<file path="src/rtl/native_mem_copier.sv">
// rtl/native_mem_copier.sv - picorv32 native-bus initiator that copies or fills blocks of 32-bit words.
module native_mem_copier #(
    parameter int TIMEOUT_CYCLES = 1024,
    parameter int CNT_W          = 20
) (
    input  logic             clk,
    input  logic             reset,
    input  logic             start,
    input  logic             fill_mode,
    input  logic [31:0]      src_addr,
    input  logic [31:0]      dst_addr,
    input  logic [CNT_W-1:0] word_count,
    input  logic [31:0]      fill_value,
    output logic             busy,
    output logic             done,
    output logic             error,
    output logic [CNT_W-1:0] words_done,
    output logic             mem_valid,
    output logic             mem_instr,
    input  logic             mem_ready,
    output logic [31:0]      mem_addr,
    output logic [31:0]      mem_wdata,
    output logic [3:0]       mem_wstrb,
    input  logic [31:0]      mem_rdata
);
    typedef enum logic [1:0] {IDLE, RD, WR, FIN} state_t;

    localparam logic [31:0] TMO_LAST = 32'(TIMEOUT_CYCLES) - 32'd1;

    state_t           state_q;
    logic [31:0]      src_q, dst_q, data_q, addr_q, wdata_q, tmo_q;
    logic [CNT_W-1:0] count_q, words_q, words_d;
    logic [3:0]       wstrb_q;
    logic             fill_q, busy_q, done_q, error_q, valid_q;
    logic             xfer, tmo_hit;

    assign xfer    = valid_q && mem_ready;
    assign tmo_hit = (TIMEOUT_CYCLES != 0) && valid_q && !mem_ready && (tmo_q == TMO_LAST);
    assign words_d = words_q + CNT_W'(1);

    always_ff @(posedge clk or posedge reset) begin
        if (reset) begin
            state_q <= IDLE;
            src_q   <= '0;
            dst_q   <= '0;
            data_q  <= '0;
            addr_q  <= '0;
            wdata_q <= '0;
            tmo_q   <= '0;
            count_q <= '0;
            words_q <= '0;
            wstrb_q <= '0;
            fill_q  <= 1'b0;
            busy_q  <= 1'b0;
            done_q  <= 1'b0;
            error_q <= 1'b0;
            valid_q <= 1'b0;
        end else begin
            done_q <= 1'b0;
            case (state_q)
                IDLE: begin
                    if (start) begin
                        src_q   <= {src_addr[31:2], 2'b00};
                        dst_q   <= {dst_addr[31:2], 2'b00};
                        data_q  <= fill_value;
                        count_q <= word_count;
                        fill_q  <= fill_mode;
                        words_q <= '0;
                        error_q <= 1'b0;
                        tmo_q   <= '0;
                        if (word_count == '0) begin
                            state_q <= FIN;
                            done_q  <= 1'b1;
                        end else begin
                            // First request goes out straight from IDLE; no gap is needed here.
                            busy_q  <= 1'b1;
                            valid_q <= 1'b1;
                            wdata_q <= fill_value;
                            if (fill_mode) begin
                                state_q <= WR;
                                addr_q  <= {dst_addr[31:2], 2'b00};
                                wstrb_q <= 4'hF;
                            end else begin
                                state_q <= RD;
                                addr_q  <= {src_addr[31:2], 2'b00};
                                wstrb_q <= 4'h0;
                            end
                        end
                    end
                end
                RD, WR: begin
                    if (!valid_q) begin
                        // Gap cycle is over: launch the next request with fresh bus fields.
                        valid_q <= 1'b1;
                        tmo_q   <= '0;
                        addr_q  <= (state_q == RD) ? src_q : dst_q;
                        wdata_q <= data_q;
                        wstrb_q <= (state_q == RD) ? 4'h0 : 4'hF;
                    end else if (xfer) begin
                        valid_q <= 1'b0;
                        if (state_q == RD) begin
                            data_q  <= mem_rdata;
                            src_q   <= src_q + 32'd4;
                            state_q <= WR;
                        end else begin
                            dst_q   <= dst_q + 32'd4;
                            words_q <= words_d;
                            if (words_d == count_q) begin
                                state_q <= FIN;
                                done_q  <= 1'b1;
                                busy_q  <= 1'b0;
                            end else begin
                                state_q <= fill_q ? WR : RD;
                            end
                        end
                    end else if (tmo_hit) begin
                        valid_q <= 1'b0;
                        error_q <= 1'b1;
                        done_q  <= 1'b1;
                        busy_q  <= 1'b0;
                        state_q <= FIN;
                    end else begin
                        tmo_q <= tmo_q + 32'd1;
                    end
                end
                FIN:     state_q <= IDLE;
                default: state_q <= IDLE;
            endcase
        end
    end

    assign busy       = busy_q;
    assign done       = done_q;
    assign error      = error_q;
    assign words_done = words_q;
    assign mem_valid  = valid_q;
    assign mem_instr  = 1'b0;
    assign mem_addr   = addr_q;
    assign mem_wdata  = wdata_q;
    assign mem_wstrb  = wstrb_q;
endmodule
</file>
<file path="config.mk">
export PLATFORM = sky130hd
export DESIGN_NAME = native_mem_copier
export DESIGN_NICKNAME = d
export VERILOG_FILES = /design/src/rtl/native_mem_copier.sv
export SDC_FILE = /design/constraint.sdc
export NUM_CORES = 1
export LEC_CHECK = 0
export CAP_MARGIN = 25
export CORE_AREA = 2 2 158 160
export DETAILED_ROUTE_END_ITERATION = 6
export DIE_AREA = 0 0 160 162
export GPL_TIMING_DRIVEN = 1
export MAX_ROUTING_LAYER = met4
export PLACE_DENSITY = 0.87
export SLEW_MARGIN = 20
export SYNTH_ARGS = -nofsm -noshare
export SYNTH_HDL_FRONTEND = slang
export SYNTH_SLANG_ARGS = --single-unit
</file>
<file path="constraint.sdc">
create_clock -name clk -period 16.2 [get_ports clk]
set_input_delay 1.62 -clock clk [delete_from_list [all_inputs] [get_ports clk]]
set_output_delay 1.62 -clock clk [all_outputs]
set_load 0.005 [all_outputs]
</file>
# [Yosys cells after proc, flatten, opt, wreduce, memory -nomap -nowiden]
# Cells that the tools add are included.
[op_classes] n_addsub=4 multipliers=0 n_div=0 magnitude_cmp=0 n_eq_ne=19 shift=0 muxes=76 n_bitwise=0 reduce_logical=17
[op_table] operator="$mux W32" count=24
[op_table] operator="$pmux W32 S2" count=6
[op_table] operator="$mux W20" count=4
[op_table] operator="$add A32 B3 Y32 const B" count=2
[op_table] operator="$pmux W20 S2" count=1
[op_table] operator="$add A32 B1 Y32 const B" count=1
[op_table] operator="$eq A32 B10 Y1 const B" count=1
[op_table] operator="$mux W1" count=21
[op_table] operator="$add A20 B1 Y20 const B" count=1
[op_table] operator="$eq A20 B20 Y1" count=1
[op_table] operator="$logic_not A20 Y1" count=1
[op_table] operator="$mux W4" count=5
[op_table] operator="$mux W2" count=9
[op_table] operator="$ne A2 B2 Y1 const B" count=9
[op_table] operator="$ne A3 B3 Y1 const B" count=5
[op_table] operator="$reduce_and A5 Y1" count=3
[op_table] operator="$pmux W1 S2" count=4
[op_table] operator="$pmux W4 S2" count=1
[op_table] operator="$reduce_and A4 Y1" count=2
[op_table] operator="$reduce_and A7 Y1" count=1
[op_table] operator="$pmux W2 S3" count=1
[op_table] operator="$reduce_and A3 Y1" count=2
[op_table] operator="$eq A2 B2 Y1 const B" count=2
[op_table] operator="$logic_and A1 B1 Y1" count=3
[op_table] operator="other kinds (6)" count=6
[word_totals] regBits=243 latch_bits=0 ram_bits=0 mem_bits_ro=0 input_bits=153 out_inout_bits=93 n_memories=0

# [Depth between registers and ports, before layout]
[depth] word_depth=7 ltp_mapped=12 mapped_depth_nobuf=9

# [Worst setup path before layout]
# Ideal clock, no wire load.
[synth_path] path_type="input to register" start="input port mem_ready" end="register tmo_q[23]" t_arrival_ns=3.258 t_required_ns=16.068 path_slack_ns=12.810 path_stages=8 cell_sequence="nor4b_1 > nand4_1 > o41a_1 > o2111ai_1 > buf_2 > nor3_1 > xnor2_1 > nor2_1"
[synth_via] elab_chain_cells=5 word_cells_on_any_way=7 classes_between="eq/ne: 2; reduce/logical: 5"
[synth_lines] element="start, declared" line="20" source="input logic mem_ready,"
[synth_lines] element="$logic_not A1 Y1" line="38" source="assign tmo_hit = (TIMEOUT_CYCLES != 0) && valid_q && !mem_ready && (tmo_q == TMO_LAST);"
[synth_lines] element="$logic_and A1 B1 Y1 (2 in series)" line="38"
[synth_lines] element="$ne A3 B3 Y1 (no line)"
[synth_lines] element="$reduce_and A4 Y1 (no line) (*)"
[synth_lines] element="end signal, assigned" line="123" source="tmo_q <= tmo_q + 32'd1;"
[synth_lines] element="end, declared" line="31" source="logic [31:0] src_q, dst_q, data_q, addr_q, wdata_q, tmo_q;"
# Every way passes the cells marked *; elsewhere a longest branch is shown, timed or not.
# A chain may end at the register's enable or synchronous reset.

# [Worst setup path in the final report]
[layout_path] start="input port start" end="register src_q[25]"
[layout_via] elab_chain_cells=2
[layout_lines] element="start, declared" line="8" source="input logic start,"
[layout_lines] element="$ne A2 B2 Y1 (no line)"
[layout_lines] element="$reduce_and A5 Y1 (no line)"
[layout_lines] element="end signal, assigned" line="63" source="src_q <= {src_addr[31:2], 2'b00};"
[layout_lines] element="end signal, assigned" line="103" source="src_q <= src_q + 32'd4;"
[layout_lines] element="end, declared" line="31"
# No other way between the ends.

==> impl_metrics.ini <==
[yosys]
synthTopCellsByCount = dfrtp_1 (235), nand2_1 (190), o21ai_0 (181)
netlist_top_cells_area = dfrtp_1 (45%), o21ai_0 (6.9%), a21oi_1 (6.8%)
ys_warn_count = 0
synth_cell_types = 65
synth_top_flop_cell = dfrtp_1
synth.most_common_cell = dfrtp_1
synth_top_area_cell = dfrtp_1
synth_enable_flop_cells = 0
synth_top_area_share_pct = 44.8
netlist_area_um2 = 13100
synth_seq_cells = 235
yosysSeqAreaShare_pct = 44.8
syn_nets = 1663
synthCells = 1502
async_reset_ff_share_pct = 100
synth_area_per_cell_um2 = 8.74

[sta]
fmax_ghz = 0.245
min_period_over_period_pct = 25.2
drv_slew = 0
fin_skew_ns = 0.00939
fin_tns_setup_ns = 0
post-route-min-period_ns = 4.08
final-setup-viol-count = 0
slew_headroom_pct = 30.8
worst_pin_slew_ns = 1.04
rsz0062_at_grt = no
hold_violations = 0

[drt]
ant_nets = 0
viasPerCell = 6.02
num_vias = 12200
drc = 0
wl_per_cell_um = 17.9
drtIter0Drc = 1040
first_pass_iters = 5
wirelength_um = 36300

[floorplanning]
pin_count = 246
chipHeight_um = 162
dieArea_um2 = 25900
core_area_um2 = 24100
die_w_um = 160
start_util_pct = 54.5
row_count = 57

[place]
gp_congestion = 0.899
dp_cells = 1974
hpwl_um = 24200
portBuffers = 240

[cts]
cts-root-buf = clkbuf_16
post_cts_buffers = 0
clk_pin_slew_worst_paths_ns = 0.06
cts.htree.levels = 1
cts_tree = built
cts_resized = 0
cts.sinks = 235
clkLatencyLatePin_ns = 0.53
clockBufferDepth = 3
cts_made_buffers = 26
holdBufCountCts = 0

[grt]
grt_pass1_vias = 11700
overflow = 0
grt_max_degree = 116
grt_usage_pct = 28.4
grt_pass1_wl_um = 59100
antenna_found_initial = 2

[worst_setup_path]
cp_max_fo = 93
cp_top_family = buffers and inverters
cpMaxStageDelayCell = buf_4
start_kind = input port
worstSetupPathType = input port to register
cpPeakStageDelay_ns = 0.82
crit_arrival_ns = 4.45
crit_required_ns = 16.56
cp-end-kind = register
path_cells = clkdlybuf4s50_1 > nor2b_1 > nor3_2 > buf_4 > buf_4 > nand2_1 > o21ai_0 > a31oi_1
cpMostUsedCell = buf_4
crit_buf_inv = 3

[power]
finalPower_uw = 3440
powerDensity_nw_per_um2 = 208
power.leakage_uw = 0.00676
ir_worst_vdd_mv = 0.227

[cells_and_area]
fin_nets = 1841
layout-drive-gt1-share_pct = 7.76
area_growth_pct = 26.0
instances_no_fill = 2026

[run]
timing.max_cap.violations = 0

[worst_hold_path]
hold_class = register to register

[run_status]
outcome = finished clean
[layer usage]
metal,routed length (µm),vias up,GRT usage (%)
met5,0,-,-
met4,1180,0,10.4
met3,2830,103,4.60
met2,17600,571,46.3
met1,14700,5796,36.1
li1,-,5725,-
[state kept, by name (all words and copies together), names as in the netlist, 2 cells and up]
name / count
count_q: 20
data_q: 32
dst_q: 30
mem_addr: 31
mem_wdata: 32
src_q: 30
state_q: 2
tmo_q: 32
words_done: 20
[worst paths after layout]
path	start	to	slack [ns]	cells past startpoint
setup / recovery	start	src_q[25]$_DFFE_PP0P_	12.12	8
hold / removal	mem_wdata[8]$_DFFE_PP0P_	mem_wdata[8]$_DFFE_PP0P_	0.48	2
setup reg to reg	state_q[1]$_DFFE_PP0P_	src_q[25]$_DFFE_PP0P_	12.43	9
hold reg to reg	mem_wdata[8]$_DFFE_PP0P_	mem_wdata[8]$_DFFE_PP0P_	0.48	2
max in group asynchronous	reset	mem_wdata[13]$_DFFE_PP0P_	12.44	4
min in group asynchronous	reset	mem_addr[22]$_DFFE_PP0P_	1.60	2
[power by group]
part	total [µW]	leakage, µW	switching [µW]	internal [µW]
logic	1770	0.00341	1050	716
registers	1050	0.00290	202	843
clock network	628	0.000454	246	381
total	3440	0.00676	1500	1940
[metrics by stage]
stage                     hold slack, ns  area (µm²)  util, %  setup slack, ns
after detailed placement           0.469       15600     64.7            11.57
after CTS                          0.484       16500     68.5            12.10
after global placement             0.461       15600     64.7            11.51
after global routing               0.503       16600     68.7            11.92
final                              0.479       16600     68.7            12.12
after floorplan                    0.471       13100        -             8.13
[cell type report]
type | count | area, µm²
fill | 1872 | 7550
multi-input combinational | 1143 | 6740
sequential | 235 | 5880
timing repair buffer | 254 | 2530
clock buffer | 33 | 728
tap | 324 | 405
clock inverter | 15 | 181
inverter | 20 | 85.1
antenna | 2 | 5.00
[cells in the final DEF (no fill, tap or decap), types with 5 or more instances in the layout]
master and n:
buf_4 10, clkinv_2 9, nor2_1 109, nor4_1 17
and4_1 8, o22ai_1 37, clkbuf_16 27, inv_1 18
and2_1 17, nand3_1 53, mux2i_1 45, nand2_1 189
o21a_1 5, o31ai_1 10, mux2_2 48, nand2b_1 5
clkdlybuf4s50_1 239, dfrtp_1 235, nor3_1 13, nor2b_1 41
or3_1 11, a31oi_1 10, and3_1 22, nand4_1 22
xnor2_1 37, xor2_1 18, o21ai_0 181, a21oi_1 178
ha_1 6
[kinds of logic (layout without fill, tap and decap cells)]
family | count (synthesis) | count (layout) | share of synthesized area (%)
AND/OR/NAND/NOR | 531 | 531 | 20.1
AO/OA/AOI/OAI | 455 | 455 | 19.0
flip-flops | 235 | 235 | 44.8
buffers and inverters | 124 | 322 | 4.13
multiplexers | 93 | 93 | 7.55
XOR/XNOR | 55 | 55 | 3.67
adder cells (fa/ha/maj) | 8 | 8 | 0.762
other | 1 | 3 | 0.0286
[worst register-to-register path, delay by kind of cell (launching register included)]
family	cells	cell delay, ns
AO/OA/AOI/OAI	3	0.54
flip-flops	1	0.39
adder cells (fa/ha/maj)	1	0.88
AND/OR/NAND/NOR	2	0.52
buffers and inverters	3	1.27
(Power assumes the default switching activity.)
